**src/rtl/sram_axi_bridge_np.sv**
```systemverilog
// NPORT SRAM-like masters onto one AXI3 master with round-robin read/write arbitration.
// Define SAXI_RAW_ADDR_CMP_EN to block reads only on a same-word pending write.
module sram_axi_bridge_np #(
  parameter int NPORT    = 2,
  parameter int RD_DEPTH = 2
) (
  input  logic                  clk,
  input  logic                  resetn,
  input  logic [NPORT-1:0]      sram_req,
  input  logic [NPORT-1:0]      sram_wr,
  input  logic [2*NPORT-1:0]    sram_size,
  input  logic [4*NPORT-1:0]    sram_wstrb,
  input  logic [32*NPORT-1:0]   sram_addr,
  input  logic [32*NPORT-1:0]   sram_wdata,
  output logic [NPORT-1:0]      sram_addr_ok,
  output logic [NPORT-1:0]      sram_data_ok,
  output logic [32*NPORT-1:0]   sram_rdata,
  output logic [3:0]            arid,
  output logic [31:0]           araddr,
  output logic [7:0]            arlen,
  output logic [2:0]            arsize,
  output logic [1:0]            arburst,
  output logic [1:0]            arlock,
  output logic [3:0]            arcache,
  output logic [2:0]            arprot,
  output logic                  arvalid,
  input  logic                  arready,
  input  logic [3:0]            rid,
  input  logic [31:0]           rdata,
  input  logic [1:0]            rresp,
  input  logic                  rlast,
  input  logic                  rvalid,
  output logic                  rready,
  output logic [3:0]            awid,
  output logic [31:0]           awaddr,
  output logic [7:0]            awlen,
  output logic [2:0]            awsize,
  output logic [1:0]            awburst,
  output logic [1:0]            awlock,
  output logic [3:0]            awcache,
  output logic [2:0]            awprot,
  output logic                  awvalid,
  input  logic                  awready,
  output logic [3:0]            wid,
  output logic [31:0]           wdata,
  output logic [3:0]            wstrb,
  output logic                  wlast,
  output logic                  wvalid,
  input  logic                  wready,
  input  logic [3:0]            bid,
  input  logic [1:0]            bresp,
  input  logic                  bvalid,
  output logic                  bready
);

  localparam int PW = (NPORT > 1) ? $clog2(NPORT) : 1;
  localparam int CW = $clog2(RD_DEPTH + 1);

  typedef enum logic {AR_IDLE, AR_REQ} ar_state_t;
  typedef enum logic [1:0] {W_IDLE, W_SEND, W_RESP} w_state_t;

  ar_state_t ar_state, ar_next;
  w_state_t  w_state, w_next;

  logic [PW-1:0]    rd_ptr, wr_ptr, rd_sel, wr_sel, ar_id, w_id;
  logic [CW-1:0]    rd_cnt [NPORT];
  logic [NPORT-1:0] rd_elig, wr_elig, rd_gnt, wr_gnt;
  logic             rd_any, wr_any, w_busy, raw;
  logic [31:0]      ar_addr, w_addr, w_data;
  logic [1:0]       ar_size, w_size;
  logic [3:0]       w_strb;
  logic             aw_pend, w_pend;
  logic             unused_ok;

  assign w_busy    = (w_state != W_IDLE);
  assign unused_ok = ^{rresp, bresp, rlast};

  always_comb begin
    rd_elig = '0;
    wr_elig = '0;
    raw     = 1'b0;
    for (int p = 0; p < NPORT; p++) begin
`ifdef SAXI_RAW_ADDR_CMP_EN
      raw = w_busy && (w_addr[31:2] == sram_addr[32*p+2 +: 30]);
`else
      raw = w_busy;
`endif
      rd_elig[p] = sram_req[p] && !sram_wr[p] && (ar_state == AR_IDLE) &&
                   (rd_cnt[p] < CW'(RD_DEPTH)) && !(w_busy && w_id == PW'(p)) && !raw;
      // A port with reads in flight may not write, so its responses stay in order.
      wr_elig[p] = sram_req[p] && sram_wr[p] && !w_busy && (rd_cnt[p] == '0);
    end
  end

  // Descending offset scan so the port closest to the pointer wins.
  always_comb begin
    rd_any = 1'b0;
    wr_any = 1'b0;
    rd_sel = rd_ptr;
    wr_sel = wr_ptr;
    rd_gnt = '0;
    wr_gnt = '0;
    for (int i = NPORT - 1; i >= 0; i--) begin
      if (rd_elig[(int'(rd_ptr) + i) % NPORT]) begin
        rd_any = 1'b1;
        rd_sel = PW'((int'(rd_ptr) + i) % NPORT);
      end
      if (wr_elig[(int'(wr_ptr) + i) % NPORT]) begin
        wr_any = 1'b1;
        wr_sel = PW'((int'(wr_ptr) + i) % NPORT);
      end
    end
    if (rd_any) rd_gnt[rd_sel] = 1'b1;
    if (wr_any) wr_gnt[wr_sel] = 1'b1;
  end

  always_comb begin
    ar_next = ar_state;
    w_next  = w_state;
    case (ar_state)
      AR_IDLE: if (rd_any)  ar_next = AR_REQ;
      AR_REQ:  if (arready) ar_next = AR_IDLE;
      default: ar_next = AR_IDLE;
    endcase
    case (w_state)
      W_IDLE: if (wr_any) w_next = W_SEND;
      W_SEND: if ((!aw_pend || awready) && (!w_pend || wready)) w_next = W_RESP;
      W_RESP: if (bvalid) w_next = W_IDLE;
      default: w_next = W_IDLE;
    endcase
  end

  always_ff @(posedge clk or negedge resetn) begin
    if (!resetn) begin
      ar_state <= AR_IDLE;
      w_state  <= W_IDLE;
      rd_ptr   <= '0;
      wr_ptr   <= '0;
      for (int p = 0; p < NPORT; p++) rd_cnt[p] <= '0;
    end else begin
      ar_state <= ar_next;
      w_state  <= w_next;
      if (rd_any) rd_ptr <= PW'((int'(rd_sel) + 1) % NPORT);
      if (wr_any) wr_ptr <= PW'((int'(wr_sel) + 1) % NPORT);
      for (int p = 0; p < NPORT; p++) begin
        if (rd_gnt[p] && !(rvalid && rid == 4'(p)))
          rd_cnt[p] <= rd_cnt[p] + CW'(1);
        else if (!rd_gnt[p] && rvalid && rid == 4'(p))
          rd_cnt[p] <= rd_cnt[p] - CW'(1);
      end
    end
  end

  always_ff @(posedge clk or negedge resetn) begin
    if (!resetn) begin
      ar_addr <= '0;
      ar_size <= '0;
      ar_id   <= '0;
      w_addr  <= '0;
      w_size  <= '0;
      w_strb  <= '0;
      w_data  <= '0;
      w_id    <= '0;
      aw_pend <= 1'b0;
      w_pend  <= 1'b0;
    end else begin
      if (rd_any) begin
        ar_addr <= sram_addr[32*rd_sel +: 32];
        ar_size <= sram_size[2*rd_sel +: 2];
        ar_id   <= rd_sel;
      end
      if (wr_any) begin
        w_addr  <= sram_addr[32*wr_sel +: 32];
        w_size  <= sram_size[2*wr_sel +: 2];
        w_strb  <= sram_wstrb[4*wr_sel +: 4];
        w_data  <= sram_wdata[32*wr_sel +: 32];
        w_id    <= wr_sel;
        aw_pend <= 1'b1;
        w_pend  <= 1'b1;
      end else begin
        if (aw_pend && awready) aw_pend <= 1'b0;
        if (w_pend && wready)   w_pend  <= 1'b0;
      end
    end
  end

  always_comb begin
    sram_data_ok = '0;
    for (int p = 0; p < NPORT; p++)
      sram_data_ok[p] = resetn && ((rvalid && rid == 4'(p)) ||
                                   (w_state == W_RESP && bvalid && bid == 4'(p)));
  end

  assign sram_addr_ok = (rd_gnt | wr_gnt) & {NPORT{resetn}};
  assign sram_rdata   = {NPORT{rdata}};

  assign arid    = 4'(ar_id);
  assign araddr  = ar_addr;
  assign arlen   = 8'd0;
  assign arsize  = {1'b0, ar_size};
  assign arburst = 2'b01;
  assign arlock  = 2'b00;
  assign arcache = 4'd0;
  assign arprot  = 3'd0;
  assign arvalid = (ar_state == AR_REQ);
  assign rready  = 1'b1;

  assign awid    = 4'(w_id);
  assign awaddr  = w_addr;
  assign awlen   = 8'd0;
  assign awsize  = {1'b0, w_size};
  assign awburst = 2'b01;
  assign awlock  = 2'b00;
  assign awcache = 4'd0;
  assign awprot  = 3'd0;
  assign awvalid = aw_pend;
  assign wid     = 4'(w_id);
  assign wdata   = w_data;
  assign wstrb   = w_strb;
  assign wlast   = 1'b1;
  assign wvalid  = w_pend;
  assign bready  = 1'b1;

endmodule

```
**config.mk**
```make
export PLATFORM = sky130hd
export DESIGN_NAME = sram_axi_bridge_np
export DESIGN_NICKNAME = d
export VERILOG_FILES = /design/src/rtl/sram_axi_bridge_np.sv
export SDC_FILE = /design/constraint.sdc
export NUM_CORES = 1
export LEC_CHECK = 0
export CAP_MARGIN = 5
export CORE_AREA = 2 2 165 167
export CTS_BUF_LIST = sky130_fd_sc_hd__clkbuf_8
export CTS_CLUSTER_DIAMETER = 60
export CTS_CLUSTER_SIZE = 12
export DETAILED_ROUTE_END_ITERATION = 16
export DIE_AREA = 0 0 167 169
export GPL_ROUTABILITY_DRIVEN = 0
export GPL_TIMING_DRIVEN = 0
export SLEW_MARGIN = 20
export SYNTH_ARGS = -nofsm -noshare
export SYNTH_HDL_FRONTEND = slang
export SYNTH_SLANG_ARGS = --single-unit
```
**constraint.sdc**
```tcl
create_clock -name clk -period 2.8 [get_ports clk]
set_clock_uncertainty 0.15 [all_clocks]
set_input_delay 0.84 -clock clk [delete_from_list [all_inputs] [get_ports clk]]
set_output_delay 0.84 -clock clk [all_outputs]
set_load 0.01 [all_outputs]
```
# Word level (Yosys, flattened, before mapping)
# Cells that the tools add are included.
[op_classes]
multipliers = 0
n_mux = 39
n_lt_le_gt_ge = 10
div_mod_pow = 0
bitwise_logic = 6
eq_ne = 7
n_addsub = 8
n_reduce_logical = 62
shifts = 6
[ops]
columns = ["op", "n"]
rows = [
  ["$shiftx A64 B7 Y32", 3],
  ["$logic_and A1 B1 Y1", 36],
  ["$mux W1", 26],
  ["$mux W2", 9],
  ["$logic_not A1 Y1", 11],
  ["$reduce_bool A2 Y1", 5],
  ["$eq A4 B1 Y1 const B", 2],
  ["$logic_not A4 Y1", 2],
  ["$lt A1 B2 Y1 const B", 4],
  ["$shiftx A4 B3 Y2", 2],
  ["$shiftx A8 B4 Y4", 1],
  ["$logic_not A2 Y1", 3],
  ["$lt A2 B3 Y1 const B", 2],
  ["$ne A2 B2 Y1 const B", 3],
  ["$pmux W2 S3", 1],
  ["$add A1 B1 Y1 const B", 4],
  ["$add A2 B1 Y2 const B", 2],
  ["$logic_or A1 B1 Y1", 4],
  ["$lt A2 B2 Y1 const B", 2],
  ["$sub A2 B1 Y2 const B", 2],
  ["$reduce_and A3 Y1", 1],
  ["$and A1 B1 Y1 const A", 2],
  ["$and A2 B2 Y2", 1],
  ["$demux W1 S1", 2],
  ["other kinds (6)", 8],
]
[word_totals]
romBits = 0
in_bits = 196
latch_bits = 0
register_bits = 117
mem_count = 0
ram_bits = 0

# Longest topological paths before layout
# Gate-level depths: netlist (run 1).
[depth]
word_depth = 21
mapped_depth = 7
ltp_nobuf = 4

# Worst setup path after synthesis (run 1)
# OpenSTA, ideal clock, no wires.
[synth_path]
path_type = "input to output"
startpoint = "in sram_req[1]"
endpoint = "out sram_addr_ok[1]"
t_required_ns = 1.810
slack_ns = -0.109
t_arrival_ns = 1.919
cell_stages = 7
path_cell_list = "and4bb_2 and2_1 buf_2 o21a_1 buf_2 buf_2 o21a_1"
[synth_via]
elab_chain_cells = 17
[synth_lines]
columns = ["item", "line_no", "rtl"]
rows = [
  ["start, declared", "9", "input logic [NPORT-1:0] sram_req,"],
  ["$logic_and A1 B1 Y1 (3 in a row)", "88", "rd_elig[p] = sram_req[p] && !sram_wr[p] && (ar_state == AR_IDLE) &&"],
  ["$logic_and A1 B1 Y1 (2 in a row)", "89", "(rd_cnt[p] < CW'(RD_DEPTH)) && !(w_busy && w_id == PW'(p)) && !raw;"],
  ["$mux W1 (implied by the code) (3 in a row)", "104", "if (rd_elig[(int'(rd_ptr) + i) % NPORT]) begin"],
  ["$mux W1 (2 in a row)", "104", ""],
  ["$lt A1 B2 Y1 (implied by the code) or $ge A1 B1 Y1 (tied branches)", "113", "if (rd_any) rd_gnt[rd_sel] = 1'b1;"],
  ["$logic_and A1 B1 Y1 (implied by the code)", "113", ""],
  ["$mux W1 (implied by the code)", "113", ""],
  ["$demux W1 S1", "113", ""],
  ["$mux W2", "113", ""],
  ["$or A2 B2 Y2 (*)", "194", "assign sram_addr_ok = (rd_gnt | wr_gnt) & {NPORT{resetn}};"],
  ["$and A2 B2 Y2 (*)", "194", ""],
  ["end, declared", "15", "output logic [NPORT-1:0] sram_addr_ok,"],
]
# Every way passes the cells marked *; elsewhere a longest branch is shown, timed or not. The select of a mux whose other input is x is not followed.

# Worst setup path after layout (run 1)
[layout_path]
startpoint = "in rvalid"
endpoint = "out sram_data_ok[1]"
[layout_via]
elab_chain_cells = 3
[layout_lines]
columns = ["item", "line_no", "rtl"]
rows = [
  ["start, declared", "32", "input logic rvalid,"],
  ["$logic_and A1 B1 Y1", "190", "sram_data_ok[p] = resetn && ((rvalid && rid == 4'(p)) ||"],
  ["$logic_or A1 B1 Y1", "190", ""],
  ["$logic_and A1 B1 Y1", "190", ""],
  ["end, declared", "16", "output logic [NPORT-1:0] sram_data_ok,"],
]
# Every way passes these cells.

==> results.json, run 1 <==
{
  "power.combinational.fraction_pct": 49.6,
  "global_route_wire_length_before_repair_um": 35600,
  "crit_type": "input port to output pin",
  "max_freq_mhz": 340,
  "fin_cells": 1351,
  "postSynth.asyncResetShare_pct": 100,
  "power_report.internal_total_uw": 6110,
  "synth_seq_area_share_pct": 48.4,
  "yosys_warnings": 0,
  "vdd_drop_max_v": 0.000366,
  "start_kind": "input port",
  "ctsHtreeMaxLevel": 4,
  "worst_slack_ns": -0.145,
  "worst_slew_margin_rel_pct": 51.5,
  "crit_required_ns": 1.81,
  "arrival_time_of_data_at_the_critical_path_endpoint_ns": 1.95,
  "clock_power_share_pct": 18.4,
  "grt_most_used_layer": "met2",
  "dr.first_iter.drc_count": 224,
  "routed_wirelength_um": 23900,
  "ctsLongestPathBuffers": 2,
  "track_usage_pct": 16.4,
  "violations_in_the_final_reports": "setup timing",
  "cts_num_sinks": 117,
  "num_rows": 60,
  "clk_latency_ns": 0.43,
  "globalRouteOverflowTotal": 0,
  "drt_wl_cell_um": 17.7,
  "dp_hpwl_um": 17800,
  "setup_crit_end_kind": "output pin",
  "first_pass_iters": 4,
  "edff_count_synth": 0,
  "synthTopCellsByCount": "sky130_fd_sc_hd__buf_4, sky130_fd_sc_hd__dfrtp_1, sky130_fd_sc_hd__and2_1",
  "vias_after_detailed_routing": 5841,
  "number_of_hold_repair_buffers_added_at_the_cts_stage": 0,
  "yosysUniqueCellTypes": 34,
  "finalCriticalPeriod_ns": 2.94,
  "power_density_nw_per_um2": 873,
  "layout-drive-gt1-share_pct": 22.2,
  "holdCritPathClass": "input port to async pin",
  "die_width_um": 167,
  "p_leak_uw": 0.00484,
  "cts_inserted_buffers": 17,
  "clk_transition_reported_paths_ns": 0.09,
  "i_o_pin_cnt": 426,
  "io_buffers": 336,
  "status": "finished with violations",
  "tightestPinTransition_ns": 0.728,
  "post_drt_via_cell_ratio": 4.32,
  "antenna_found_initial": 3,
  "start_util_pct": 22.8,
  "yosys_register_bits": 117,
  "maxCapViolations": 0,
  "met3_usage_pct": 5.54,
  "clock_tree_from_tritoncts": "done",
  "netlist_area_um2": 6050,
  "switching_share_pct": 34.4,
  "setup_viol": 4,
  "post-place-cells": 1304,
  "seqPwrFrac_pct": 32.0,
  "netlist_instances": 576,
  "syn2layout_area_growth_pct": 76.6,
  "timing.final.crit_share_pct": 105,
  "synth.avg_cell_area_um2": 10.5,
  "synth-main-ff-cell": "sky130_fd_sc_hd__dfrtp_1",
  "clock-root-buffer": "sky130_fd_sc_hd__clkbuf_8",
  "synth_top_area_cells": "sky130_fd_sc_hd__dfrtp_1, sky130_fd_sc_hd__buf_4, sky130_fd_sc_hd__a221o_1",
  "core_area_um2": 26500,
  "post-layout-total-power_uw": 9320,
  "post-route-drc-count": 0,
  "rsz0062_at_grt": "yes",
  "grt_start_max_net_pins": 60,
  "final_net_count": 1192,
  "synth_largest_type_area_fraction_pct": 48.4,
  "synthMostInstantiatedCell": "sky130_fd_sc_hd__buf_4",
  "fp.dieArea_um2": 28200,
  "power_switching_uw": 3210,
  "grt_pass1_vias": 6092,
  "dominant_cell_type_by_area_after_synthesis": "sky130_fd_sc_hd__dfrtp_1",
  "ant_nets": 0,
  "grt_use_met1_pct": 19.3,
  "met2_routing_resource_usage_after_global_routing_pct": 28.8,
  "finalHoldViolations": 0,
  "pins_over_their_slew_limit": 0,
  "die_height_um": 169,
  "timing.critical_path.fanout_max": 3
}
==> critical path, cell delays in order <==
cell	delay, ns
sky130_fd_sc_hd__dlygate4sd2_1	0.22
sky130_fd_sc_hd__or4b_4	0.49
sky130_fd_sc_hd__o22ai_2	0.16
sky130_fd_sc_hd__and2_4	0.15
sky130_fd_sc_hd__buf_6	0.09
==> registers in the layout, indices dropped and copies added (netlist names) <==
signal	count
w_size	2
ar_id	1
ar_size	2
awvalid	1
wstrb	4
rd_ptr	1
rd_cnt	4
awaddr	32
wr_ptr	1
wdata	32
wvalid	1
arvalid	1
w_state	2
araddr	32
w_id	1
==> final timing paths <==
kind / endpoint / slack, ns / start / cells after the start
worst max-delay path: sram_data_ok[1] / -0.14 / rvalid / 5
min in group clk: rd_cnt[1] / 0.35 / rd_cnt[1] / 1
max in group asynchronous: w_state[1] / 1.71 / resetn / 2
worst min-delay path: wdata[24] / 0.12 / resetn / 1
worst min register to register: rd_cnt[1] / 0.35 / rd_cnt[1] / 1
worst max register to register: araddr[13] / 0.37 / w_state[0] / 7
==> routing by layer <==
| layer | wire [µm] | share of wire, % | vias up |
|---|---|---|---|
| li1 | - | - | 2722 |
| met1 | 9770 | 41 | 2812 |
| met2 | 11900 | 50 | 279 |
| met3 | 1890 | 7.9 | 24 |
| met4 | 327 | 1.4 | 4 |
| met5 | 24 | 0.10 | - |
==> timing repair <==
item | in CTS | in global routing
setup buffers | 13 | 2
pin swaps | 10 | 1
endpoints found under the setup margin | 88 | 4
resized for setup | 71 | 9
cloned | 1 | 0
==> cell usage in the layout (no fill, tap or decap), drive strengths merged, types with 28 or more instances in the layout <==
| master | instances |
|---|---|
| dfrtp | 117 |
| a21oi | 39 |
| and2 | 74 |
| clkdlybuf4s50 | 319 |
| a221o | 70 |
| conb | 52 |
| inv | 41 |
| o22ai | 37 |
| clkbuf | 28 |
| buf | 169 |
==> power by group through the flow <==
stage	logic [µW]	clock network, µW	registers [µW]
after floorplan	1790	0	3250
after global placement	4530	0	2980
after detailed placement	4570	0	2990
after CTS	4670	1780	2980
after global routing	5000	1850	3090
final	4630	1710	2980
==> stage by stage <==
step / hold WS [ns] / TNS, ns / worst slack (ns) / cell area, µm² / util, %
floorplan: 0.314 / -0.0435 / -0.0435 / 6250 / -
detailed placement: 0.341 / -56.69 / -1.31 / 10100 / 38.0
CTS: 0.101 / -0.520 / -0.166 / 10600 / 40.1
finish: 0.119 / -0.415 / -0.145 / 10700 / 40.3
global route: 0.104 / -0.855 / -0.221 / 10700 / 40.3
global placement: 0.335 / -610.71 / -4.88 / 10000 / 37.9
==> final cells by class <==
class	count	area, µm²
Sequential cell	117	2930
Multi-Input combinational cell	319	2190
Tap cell	341	427
Antenna cell	1	2.50
Clock buffer	18	248
Timing Repair Buffer	353	3510
Inverter	37	139
Fill cell	2598	15800
Clock inverter	14	176
Buffer	151	1060
==> kinds of logic after synthesis <==
| group | synth area share [%] |
|---|---|
| compound gates | 19.9 |
| xor+xnor | 0.579 |
| buf+inv | 19.7 |
| flops | 48.4 |
| mux | 0.331 |
| other cells | 0.124 |
| simple gates | 11.0 |
No activity file was read; power rests on OpenSTA's default activity.
==> run 2, diff against run 1 <==
--- a/config.mk
+++ b/config.mk
@@ -14,6 +14,7 @@
 export DIE_AREA = 0 0 167 169
 export GPL_ROUTABILITY_DRIVEN = 0
 export GPL_TIMING_DRIVEN = 0
+export MAX_ROUTING_LAYER = met4
 export SLEW_MARGIN = 20
 export SYNTH_ARGS = -nofsm -noshare
 export SYNTH_HDL_FRONTEND = slang
==> run 2 against run 1 <==
Effect of this change:
- clock power is essentially flat
- global-route usage grew 0.48 points
- cell area is essentially flat
- the run still ends with setup timing left
- critical path depth is the same
- via count is essentially flat
==> results.json, run 2 (synthesized netlist as in run 1, its figures left out) <==
{
  "setup_crit_end_kind": "output pin",
  "violations_in_the_final_reports": "setup timing",
  "timing.final.crit_share_pct": 105,
  "grt_pass1_vias": 6116,
  "multi_input_area_um2": 2190,
  "status": "finished with violations",
  "worst_slack_ns": -0.145,
  "number_of_hold_repair_buffers_added_at_the_cts_stage": 0,
  "crit_type": "input port to output pin",
  "cts_num_sinks": 117,
  "grt_start_max_net_pins": 60,
  "io_buffers": 336,
  "finish.instance_area_um2": 10700,
  "routed_wirelength_um": 24000,
  "finalCriticalPeriod_ns": 2.94,
  "pins_over_their_slew_limit": 0,
  "final_common_cell": "sky130_fd_sc_hd__clkdlybuf4s50_1",
  "antenna_found_initial": 3,
  "final_net_count": 1192,
  "finalHoldViolations": 0,
  "start_util_pct": 22.8,
  "fin_cells": 1353,
  "placed_area_um2": 10100,
  "first_pass_iters": 4,
  "syn2layout_area_growth_pct": 76.7,
  "hold-worst-slack_ns": 0.122,
  "max_freq_mhz": 340,
  "clk_transition_reported_paths_ns": 0.09,
  "final_util_pct": 40.3,
  "die_width_um": 167,
  "num_rows": 60,
  "clock_tree_from_tritoncts": "done",
  "global_route_wire_length_before_repair_um": 35500,
  "start_kind": "input port",
  "ctsLongestPathBuffers": 2,
  "layout-drive-gt1-share_pct": 22.2,
  "tightestPinTransition_ns": 0.733,
  "maxCapViolations": 0,
  "drt_wl_cell_um": 17.7,
  "cts_inserted_buffers": 17,
  "core_area_um2": 26500,
  "ctsHtreeMaxLevel": 4,
  "die_height_um": 169,
  "globalRouteOverflowTotal": 0,
  "crit_required_ns": 1.81,
  "ant_nets": 0,
  "worst_slew_margin_rel_pct": 51.1,
  "dr.first_iter.drc_count": 222,
  "power_density_nw_per_um2": 873,
  "timing.critical_path.fanout_max": 3,
  "post_drt_via_cell_ratio": 4.32,
  "clock-root-buffer": "sky130_fd_sc_hd__clkbuf_8",
  "register_area_um2": 2930,
  "arrival_time_of_data_at_the_critical_path_endpoint_ns": 1.95,
  "dp_hpwl_um": 17800,
  "holdCritPathClass": "input port to async pin",
  "clk_latency_ns": 0.43,
  "post-place-cells": 1304,
  "vias_after_detailed_routing": 5842,
  "nFillCells": 2599,
  "p_leak_uw": 0.00484,
  "vdd_drop_max_v": 0.000366,
  "i_o_pin_cnt": 426,
  "setup_viol": 4,
  "rsz0062_at_grt": "yes",
  "post-layout-total-power_uw": 9330,
  "most-common-layout-cells": "sky130_fd_sc_hd__clkdlybuf4s50_1, sky130_fd_sc_hd__buf_4, sky130_fd_sc_hd__dfrtp_1, sky130_fd_sc_hd__and2_1, sky130_fd_sc_hd__a221o_1",
  "post-route-drc-count": 0,
  "track_usage_pct": 16.9,
  "fp.dieArea_um2": 28200
}
==> run 2: cell count changes in the layout (fill, tap and decap cells not counted), sizes merged <==
cell / delta
diode: +2
==> run 2: what timing repair did <==
item	4_1_cts	5_1_grt
setup buffers	13	2
hold endpoints to repair	0	0
endpoints found under the setup margin	88	4
gates resized for setup	71	9
pin swaps	10	1
cloned	1	0
==> run 2: area by class of cell <==
class | instances | area share, %
Tap cell | 341 | 3.99
Inverter | 37 | 1.30
Multi-Input combinational cell | 319 | 20.5
Sequential cell | 117 | 27.4
Buffer | 151 | 9.88
Clock buffer | 18 | 2.32
Clock inverter | 14 | 1.65
Antenna cell | 3 | 0.0702
Timing Repair Buffer | 353 | 32.8
==> run 2: per-stage QoR <==
| stage | setup TNS, ns | setup WS, ns |
|---|---|---|
| 6_report | -0.417 | -0.145 |
| 5_1_grt | -0.855 | -0.221 |
| 4_1_cts | -0.520 | -0.166 |
| 3_5_place_dp | -56.69 | -1.31 |
| 3_3_place_gp | -610.71 | -4.88 |
| 2_1_floorplan | -0.0435 | -0.0435 |
==> run 2: final timing paths <==
path | depth (start not counted) | end | slack (ns) | startpoint
setup reg to reg | 7 | araddr[14] | 0.37 | w_state[0]
setup / recovery | 5 | sram_data_ok[1] | -0.14 | rvalid
min in group clk | 1 | rd_cnt[1] | 0.35 | rd_cnt[1]
hold reg to reg | 1 | rd_cnt[1] | 0.35 | rd_cnt[1]
max in group asynchronous | 2 | w_state[1] | 1.70 | resetn
hold / removal | 1 | wdata[21] | 0.12 | resetn
==> run 2: power by group <==
part | internal (µW) | switching (µW) | leakage (µW) | total (µW)
clock | 916 | 805 | 0.000215 | 1720
sequential | 2500 | 483 | 0.00140 | 2980
combinational | 2700 | 1930 | 0.00322 | 4630
total | 6110 | 3220 | 0.00484 | 9330
==> run 2: per-layer routing <==
layer  share of wire (%)  vias up  wire length [µm]  track usage, %
li1                    -     2722                 -               -
met1                  41     2810              9950            19.6
met2                  50      289             11900            28.8
met3                 7.4       21              1780            5.00
met4                 1.3        0               317            4.09
met5                   0        -                 0               -
==> run 2: critical path: stages <==
cell	delay (ns)
sky130_fd_sc_hd__dlygate4sd2_1	0.22
sky130_fd_sc_hd__or4b_4	0.49
sky130_fd_sc_hd__o22ai_2	0.16
sky130_fd_sc_hd__and2_4	0.15
sky130_fd_sc_hd__buf_6	0.09
==> run 3, diff against run 2 <==
--- a/config.mk
+++ b/config.mk
@@ -12,6 +12,7 @@
 export CTS_CLUSTER_SIZE = 12
 export DETAILED_ROUTE_END_ITERATION = 16
 export DIE_AREA = 0 0 167 169
+export DONT_BUFFER_PORTS = 1
 export GPL_ROUTABILITY_DRIVEN = 0
 export GPL_TIMING_DRIVEN = 0
 export MAX_ROUTING_LAYER = met4
==> run 3 against run 2 <==
Effect of this change:
- the run ends with hold timing, setup timing left
- cell area down 32%
- sequential cell count unchanged
- register-to-register slack worse by 0.11 ns
- highest routed layer unchanged
==> results.json, run 3 (synthesized netlist as in run 1, its figures left out) <==
{
  "cts_num_sinks": 117,
  "final_net_count": 852,
  "max_freq_mhz": 349,
  "grt_pass1_vias": 4533,
  "ant_nets": 0,
  "io_buffers": 0,
  "final_common_cell": "sky130_fd_sc_hd__buf_4",
  "power_density_nw_per_um2": 1020,
  "die_height_um": 169,
  "crit_type": "flip-flop to output pin",
  "ctsLongestPathBuffers": 2,
  "start_util_pct": 22.8,
  "dr.first_iter.drc_count": 221,
  "global_route_wire_length_before_repair_um": 29500,
  "hold-worst-slack_ns": -0.0505,
  "cts_inserted_buffers": 17,
  "grt_start_max_net_pins": 122,
  "status": "finished with violations",
  "fp.dieArea_um2": 28200,
  "p_leak_uw": 0.00344,
  "post-place-cells": 968,
  "maxCapViolations": 0,
  "holdCritPathClass": "input port to async pin",
  "clk_transition_reported_paths_ns": 0.08,
  "first_pass_iters": 4,
  "fin_tns_setup_ns": -0.163,
  "setup_crit_end_kind": "output pin",
  "start_kind": "flip-flop",
  "drt_wl_cell_um": 20.6,
  "dp_hpwl_um": 16000,
  "globalRouteOverflowTotal": 0,
  "worst_slew_margin_rel_pct": 48.9,
  "layout-drive-gt1-share_pct": 30.4,
  "vdd_drop_max_v": 0.000366,
  "ctsHtreeMaxLevel": 4,
  "power_report.internal_total_uw": 4530,
  "violations_in_the_final_reports": "hold timing, setup timing",
  "post_drt_via_cell_ratio": 4.39,
  "power_switching_uw": 2890,
  "post-layout-total-power_uw": 7420,
  "nFillCells": 2828,
  "clock_power_share_pct": 21.0,
  "routed_wirelength_um": 20900,
  "post-route-drc-count": 0,
  "tightestPinTransition_ns": 0.767,
  "syn2layout_area_growth_pct": 19.7,
  "timing.critical_path.fanout_max": 6,
  "clock_tree_from_tritoncts": "done",
  "pins_over_their_slew_limit": 0,
  "worst_slack_ns": -0.0687,
  "preCtsSetupSlack_ns": -0.577,
  "arrival_time_of_data_at_the_critical_path_endpoint_ns": 1.88,
  "crit_required_ns": 1.81,
  "track_usage_pct": 14.6,
  "most-common-layout-cells": "sky130_fd_sc_hd__buf_4, sky130_fd_sc_hd__dfrtp_1, sky130_fd_sc_hd__and2_1, sky130_fd_sc_hd__a221o_1, sky130_fd_sc_hd__conb_1",
  "die_width_um": 167,
  "switching_share_pct": 38.9,
  "num_rows": 60,
  "power.combinational.fraction_pct": 31.5,
  "clock-root-buffer": "sky130_fd_sc_hd__clkbuf_8",
  "vias_after_detailed_routing": 4441,
  "setup_viol": 3,
  "timing.final.crit_share_pct": 102,
  "rsz0062_at_grt": "yes",
  "fin_cells": 1011,
  "finalHoldViolations": 117,
  "i_o_pin_cnt": 426,
  "core_area_um2": 26500,
  "antenna_found_initial": 3,
  "clk_latency_ns": 0.42,
  "finalCriticalPeriod_ns": 2.87,
  "seqPwrFrac_pct": 47.4
}
-- run 3: cell types whose count changed in the layout (fill, tap and decap cells not counted), sizes merged, moves of 2 or more --
cell,previous run,this run
buf,169,154
clkdlybuf4s15,3,0
clkdlybuf4s50,319,0
clkinv,6,4
clkinvlp,1,4
dlygate4sd2,2,0
inv,41,39
-- run 3: power by group through the flow --
stage                     registers [µW]  clock network (µW)  logic [µW]
after floorplan                     3250                   0        1790
after global placement              3560                   0        2170
after detailed placement            3550                   0        2260
after CTS                           3530                1650        2350
after global routing                3620                1720        2620
final                               3520                1560        2340
-- run 3: timing repair --
item	CTS	global route
endpoints found under the hold margin	117	117
endpoints found under the setup margin	4	4
buffers inserted	7	4
resized for setup	19	4
pin swaps	6	8
gates cloned	0	0
-- run 3: metal layers --
layer | GRT usage [%] | vias up | part of all wire [%]
met1 | 15.8 | 2109 | 38
met2 | 24.8 | 283 | 51
met3 | 5.63 | 19 | 10
met4 | 4.35 | 0 | 1.6
met5 | - | - | 0
li1 | - | 2030 | -
-- run 3: critical path, stage by stage, from the launching register on --
cell,delay (ns)
sky130_fd_sc_hd__dfrtp_2,0.49
sky130_fd_sc_hd__or3_4,0.41
sky130_fd_sc_hd__nor4_4,0.33
sky130_fd_sc_hd__o21a_1,0.23
-- run 3: worst paths after layout --
| path | from | end | slack, ns | cells after the start |
|---|---|---|---|---|
| worst max register to register | w_state[0] | araddr[15] | 0.26 | 7 |
| worst min-delay path | resetn | wdata[21] | -0.05 | 0 |
| worst max-delay path | w_state[1] | sram_addr_ok[1] | -0.07 | 3 |
| worst min register to register | ar_id | ar_id | 0.35 | 1 |
| min in group clk | ar_id | ar_id | 0.35 | 1 |
| max in group asynchronous | resetn | araddr[31] | 2.37 | 0 |
-- run 3: metrics by stage --
step,util (%),instance area (µm²)
floorplan,-,6250
global placement,25.2,6680
detailed placement,25.2,6690
CTS,27.1,7180
global route,27.3,7240
finish,27.3,7240
-- run 3: cell type report --
type	instances	area, µm²	area share (%)
buffer	152	1070	14.7
sequential	117	2930	40.5
clock buffer	18	248	3.42
timing repair buffer	12	93.8	1.30
inverter	37	139	1.92
tap	341	427	5.90
multi-input combinational	319	2190	30.3
antenna	3	7.51	0.104
clock inverter	12	131	1.82
